<file path="src/rtl/sfu_psum_acc_sequencer.sv">
// SFU output-accumulation sequencer: walks 9x36 psums, folds hits into a 16 x COL accumulator buffer.
// Optional build macro SFU_RELU_EN applies per-lane ReLU on the readout path only.
module sfu_psum_acc_sequencer #(
    parameter int COL     = 8,
    parameter int PSUM_BW = 16
) (
    input  logic                   clk,
    input  logic                   reset,
    input  logic                   start,
    output logic                   busy,
    output logic                   done,
    output logic                   mem_ren,
    output logic [8:0]             mem_addr,
    input  logic [COL*PSUM_BW-1:0] mem_rdata,
    input  logic                   out_rd,
    input  logic [3:0]             out_addr,
    output logic [COL*PSUM_BW-1:0] out_data
);
    // state   | meaning
    // S_IDLE  | waiting for start, readout allowed
    // S_CLEAR | zero accumulators, issue address 0
    // S_RUN   | one psum read per cycle, 324 total
    // S_DRAIN | last read returns and accumulates
    // S_DONE  | done pulse
    typedef enum logic [2:0] {S_IDLE, S_CLEAR, S_RUN, S_DRAIN, S_DONE} state_t;

    state_t                 state;
    logic [5:0]             nij;
    logic [3:0]             kij;
    logic [8:0]             rem;
    logic                   iss_hit;
    logic [3:0]             iss_oaddr;
    logic                   acc_en;
    logic [3:0]             acc_oaddr;
    logic [COL*PSUM_BW-1:0] acc [16];

    logic [2:0]        row, col;
    logic [1:0]        krow, kcol;
    logic signed [3:0] o_row, o_col;
    logic              map_hit;
    logic [3:0]        map_oaddr;

    always_comb begin
        row       = 3'(nij / 6'd6);
        col       = 3'(nij % 6'd6);
        krow      = 2'(kij / 4'd3);
        kcol      = 2'(kij % 4'd3);
        o_row     = $signed({1'b0, row}) - $signed({2'b00, krow});
        o_col     = $signed({1'b0, col}) - $signed({2'b00, kcol});
        map_hit   = (o_row >= 4'sd0) && (o_row <= 4'sd3) && (o_col >= 4'sd0) && (o_col <= 4'sd3);
        map_oaddr = {o_row[1:0], o_col[1:0]};
    end

    function automatic logic [COL*PSUM_BW-1:0] read_word(input logic [COL*PSUM_BW-1:0] w);
        read_word = w;
`ifdef SFU_RELU_EN
        for (int i = 0; i < COL; i++) begin
            if (w[i*PSUM_BW + PSUM_BW-1]) read_word[i*PSUM_BW +: PSUM_BW] = '0;
        end
`endif
    endfunction

    always_ff @(posedge clk) begin
        if (reset) begin
            state     <= S_IDLE;
            busy      <= 1'b0;
            done      <= 1'b0;
            mem_ren   <= 1'b0;
            mem_addr  <= '0;
            nij       <= '0;
            kij       <= '0;
            rem       <= '0;
            iss_hit   <= 1'b0;
            iss_oaddr <= '0;
        end else begin
            done <= 1'b0;
            case (state)
                S_IDLE: begin
                    if (start) begin
                        state <= S_CLEAR;
                        busy  <= 1'b1;
                        nij   <= '0;
                        kij   <= '0;
                    end
                end
                S_CLEAR, S_RUN: begin
                    // rem counts issues still owed after this one; issue stops at terminal count
                    if (state == S_CLEAR || rem != 9'd0) begin
                        state     <= S_RUN;
                        mem_ren   <= 1'b1;
                        mem_addr  <= (state == S_CLEAR) ? 9'd0 : mem_addr + 9'd1;
                        rem       <= (state == S_CLEAR) ? 9'd323 : rem - 9'd1;
                        iss_hit   <= map_hit;
                        iss_oaddr <= map_oaddr;
                        if (nij == 6'd35) begin
                            nij <= '0;
                            kij <= kij + 4'd1;
                        end else begin
                            nij <= nij + 6'd1;
                        end
                    end else begin
                        state   <= S_DRAIN;
                        mem_ren <= 1'b0;
                        iss_hit <= 1'b0;
                    end
                end
                S_DRAIN: begin
                    state <= S_DONE;
                    busy  <= 1'b0;
                    done  <= 1'b1;
                end
                default: state <= S_IDLE;
            endcase
        end
    end

    always_ff @(posedge clk) begin
        if (reset) begin
            acc_en    <= 1'b0;
            acc_oaddr <= '0;
            out_data  <= '0;
            for (int e = 0; e < 16; e++) acc[e] <= '0;
        end else begin
            acc_en    <= mem_ren & iss_hit;
            acc_oaddr <= iss_oaddr;
            if (state == S_CLEAR) begin
                for (int e = 0; e < 16; e++) acc[e] <= '0;
            end else if (acc_en) begin
                for (int i = 0; i < COL; i++) begin
                    acc[acc_oaddr][i*PSUM_BW +: PSUM_BW] <=
                        acc[acc_oaddr][i*PSUM_BW +: PSUM_BW] + mem_rdata[i*PSUM_BW +: PSUM_BW];
                end
            end
            if (out_rd && !busy) out_data <= read_word(acc[out_addr]);
        end
    end
endmodule

</file>
<file path="config.mk">
export PLATFORM = sky130hd
export DESIGN_NAME = sfu_psum_acc_sequencer
export DESIGN_NICKNAME = d
export VERILOG_FILES = /design/src/rtl/sfu_psum_acc_sequencer.sv
export SDC_FILE = /design/constraint.sdc
export NUM_CORES = 2
export LEC_CHECK = 0
export BUFFER_PORTS_ARGS = -buffer_cell sky130_fd_sc_hd__buf_2
export CORE_ASPECT_RATIO = 2
export CORE_UTILIZATION = 38
export CTS_CLUSTER_DIAMETER = 40
export CTS_CLUSTER_SIZE = 24
export DETAILED_ROUTE_END_ITERATION = 12
export PLACE_DENSITY = 0.56
export SLEW_MARGIN = 20
export SYNTH_ARGS = -nofsm -noshare
export SYNTH_HDL_FRONTEND = slang
export SYNTH_SLANG_ARGS = --single-unit
</file>
<file path="constraint.sdc">
create_clock -name clk -period 10.88 [get_ports clk]
set_input_delay 1.632 -clock clk [delete_from_list [all_inputs] [get_ports clk]]
set_output_delay 1.632 -clock clk [all_outputs]
set_load 0.1 [all_outputs]
</file>
==> key figures <==
Synth
  – Avg Cell Area, Syn: 14.7 sq um
  – Yosys cell types: 90
  – Main synth FF type: edfxtp_1
  – Seq cells post-synth: 2,220
  – Mapped Area: 114,000 sq um
  – Post-synthesis sequential area ratio: 57.0%
  – Yosys warns: 0
  – Synth Instances: 7,730
  – Syn_nets: 8,010
  – Post-synth EDFFs: 2,048
  – Async SR Flop Fraction: 0%

Clock network
  – Root buf cell: clkbuf_16
  – Post-CTS Resized: 0
  – CTS Buf Count: 222
  – Number of H-tree levels: 4
  – TritonCTS clock tree: done
  – Clock Latency Late Sink: 0.94 ns
  – Max Buffers Root-to-Sink: 4
  – Sink Count: 2,220
  – CTS clk-pin slew, worst paths: 0.08 ns
  – Setup Buffers After CTS: 0
  – Hold-fix buffers at CTS: 0

Detailed routing
  – Drt first pass iters: 6
  – Post-route DRC violation count: 0
  – WL/cell: 33.8 microns
  – Antenna Nets Post-Route: 0
  – Vias per Instance: 6.19
  – Detailed Route WL: 401 mm
  – Via count: 73.6k
  – Drt initial violations: 7,335

Layout
  – Syn-to-layout area delta: 11.9%
  – FF/Latch Area: 65,000 sq um
  – Layout cells sized above 1: 28.8%
  – Most frequent cells in the layout: edfxtp_1, nor2_1, mux4_2, nand2_1, buf_2
  – Non-filler cells, final: 11.9k
  – Multi-input logic area: 46,400 sq um
  – # fillers: 26.9k
  – Nets: 7,973
  – Commonest non-fill, non-tap cell in the layout: edfxtp_1

Hold path
  – Hold path endpoint: out_data[20]$_SDFFE_PP0P_
  – Min-Delay Path Class: reg -> reg
  – Hold_sp: out_data[20]$_SDFFE_PP0P_
  – Worst Hold Depth: 2

Place
  – Placed wire-length estimate: 221 mm
  – I/O Buffers: 275
  – RePlAce Congestion: 0.825
  – Post-Place Cells: 11.5k
  – Worst slack at placement: 4.23 ns

STA
  – Skew final: 0.0823 ns
  – Fmax: 0.153 GHz
  – Final period util: 60.2%
  – Final Critical Period: 6.56 ns
  – Final Setup Violations: 0
  – Pins Over Slew Limit: 0
  – Hold Violations, Final: 0
  – RSZ-0062 raised after global routing: no
  – Setup ws final: 4.33 ns
  – Sum of negative setup slack: 0 ns
  – Worst Tran Pin Value: 1.17 ns
  – Slew Limit Headroom: 21.8%

Run status
  – Status: complete, no violations

Worst setup path
  – Origin of the critical flop-to-flop path: acc_oaddr[0]$_SDFF_PP0_
  – Reg-to-reg slack, setup: 4.33 ns
  – Critical path class: reg -> reg
  – Critical path launch point type: register
  – Capturing point of the worst reg2reg path: acc[5][126]$_SDFFCE_PN0P_
  – Crit path capture type: register
  – CP max stage delay: 0.94 ns
  – Slowest CP cell: a311oi_2
  – Worst Path Max Fanout: 86
  – Crit path max-delay family: buffers and inverters
  – Worst Path Arrival: 7.17 ns
  – Worst Path Buf+Inv: 3
  – Worst R2R Path Depth: 13
  – CP cell instances: buf_12, buf_4, buf_4, mux4_2, mux4_2, ha_1, nand3_1, nor2_1, o21a_1, o31a_1, o41ai_2, a311oi_2, nor2_1
  – CP required: 11.49 ns

GRT
  – First-pass GRT wire length: 567 mm
  – Total global routing overflow: 0
  – Vias in the first global route: 77.7k
  – Gr usage total: 26.4%
  – Antenna violations before repair: 20
  – Largest net degree at the start of global routing: 127

Die
  – Core ar.: 299,000 sq um
  – Initial Util: 38.1%
  – Die X: 389 microns
  – Io pins: 276
  – Die Height: 777 microns
  – Die area: 302,000 sq um
  – Rows: 284

Power and ir drop
  – Max VDD drop: 0.190 mV
  – LEAKAGE: 44.6 nW
  – Cell Pwr Density: 248 nW/um^2

Run
  – Max_cap viols: 0
==> flip-flops by register name, summed over array words and instances (netlist names), 3 cells and up <==
name	flops
acc	2048
out_data	128
mem_addr	9
rem	9
nij	6
acc_oaddr	4
iss_oaddr	4
kij	4
state	3
==> synthesized netlist by cell type, drive strengths merged (35+ instances only) <==
library cell	instances	area [sq um]
nand2	359	1350
inv	57	214
nor3	46	235
dfxtp	172	3440
o21ai	73	369
and3	104	651
ha	134	1680
xnor2	59	569
mux4	1254	28300
a21oi	234	1180
buf	272	1410
xor2	75	657
and2	35	219
clkbuf	445	1670
nor2	2000	7540
edfxtp	2048	61500
==> logic make-up (layout without fill, tap and decap cells) <==
logic type,after synthesis,after routing,share of synthesized area (%)
adders and majority gates,144,144,1.65
and+or+nand+nor,2666,2666,9.44
xor gates and xnor gates,134,134,1.08
buffers and inverters,774,922,2.89
AOI/OAI and AO/OA,482,482,2.65
other,0,8,0
DFF,2220,2220,57.0
muxes,1310,1310,25.3
==> worst max-delay path by stage <==
stage | startpoint | to | cells after the start
after floorplan | reset | acc[12][0]$_SDFFCE_PN0P_ | 6
after global placement | acc_oaddr[0]$_SDFF_PP0_ | acc[15][123]$_SDFFCE_PN0P_ | 13
after detailed placement | acc_oaddr[0]$_SDFF_PP0_ | acc[15][124]$_SDFFCE_PN0P_ | 13
after CTS | acc_oaddr[0]$_SDFF_PP0_ | acc[15][124]$_SDFFCE_PN0P_ | 13
after global routing | acc_oaddr[0]$_SDFF_PP0_ | acc[7][126]$_SDFFCE_PN0P_ | 13
final | acc_oaddr[0]$_SDFF_PP0_ | acc[5][126]$_SDFFCE_PN0P_ | 13
==> worst register-to-register path: cells and delay by family (launching register included) <==
| family | cells | cell delay, ns |
|---|---|---|
| and+or+nand+nor | 3 | 0.45 |
| DFF | 1 | 0.83 |
| AOI/OAI and AO/OA | 4 | 1.41 |
| buffers and inverters | 3 | 2.05 |
| adders and majority gates | 1 | 0.39 |
| muxes | 2 | 1.13 |
==> area by class of cell <==
type                       count  share of cell area, %
sequential                  2220                   50.9
multi-input combinational   4736                   36.4
clock buffer                 234                   4.46
tap                         4004                   3.93
timing repair buffer         456                   2.45
clock inverter               175                   1.63
inverter                      57                  0.168
antenna                        8                 0.0157
==> metal layers <==
layer  routed length, microns  up-vias  share of wire (%)  GRT usage, %
met1                   144000    39300                 36          31.8
met2                   208000     3690                 52          46.9
met3                    30100      935                7.5          3.67
li1                         -    29600                  -             -
met5                      110        -              0.027             0
met4                    19600       18                4.9          11.3
==> stage by stage <==
step / area [sq um] / hold slack (ns) / util, % / total power [mW]
3_3_place_gp: 119000 / 0.443 / 39.9 / 23.0
2_1_floorplan: 114000 / 0.409 / - / 19.8
4_1_cts: 127000 / 0.453 / 42.6 / 31.6
3_5_place_dp: 119000 / 0.444 / 40.0 / 23.4
5_1_grt: 128000 / 0.464 / 42.7 / 32.8
6_report: 128000 / 0.448 / 42.7 / 31.6
==> report_power, final <==
group	switching [mW]	internal, mW	leakage (nW)
Combinational	7.57	3.79	17.8
Sequential	0.762	11.2	23.0
Clock	4.00	4.31	3.75
(Power assumes the default switching activity.)
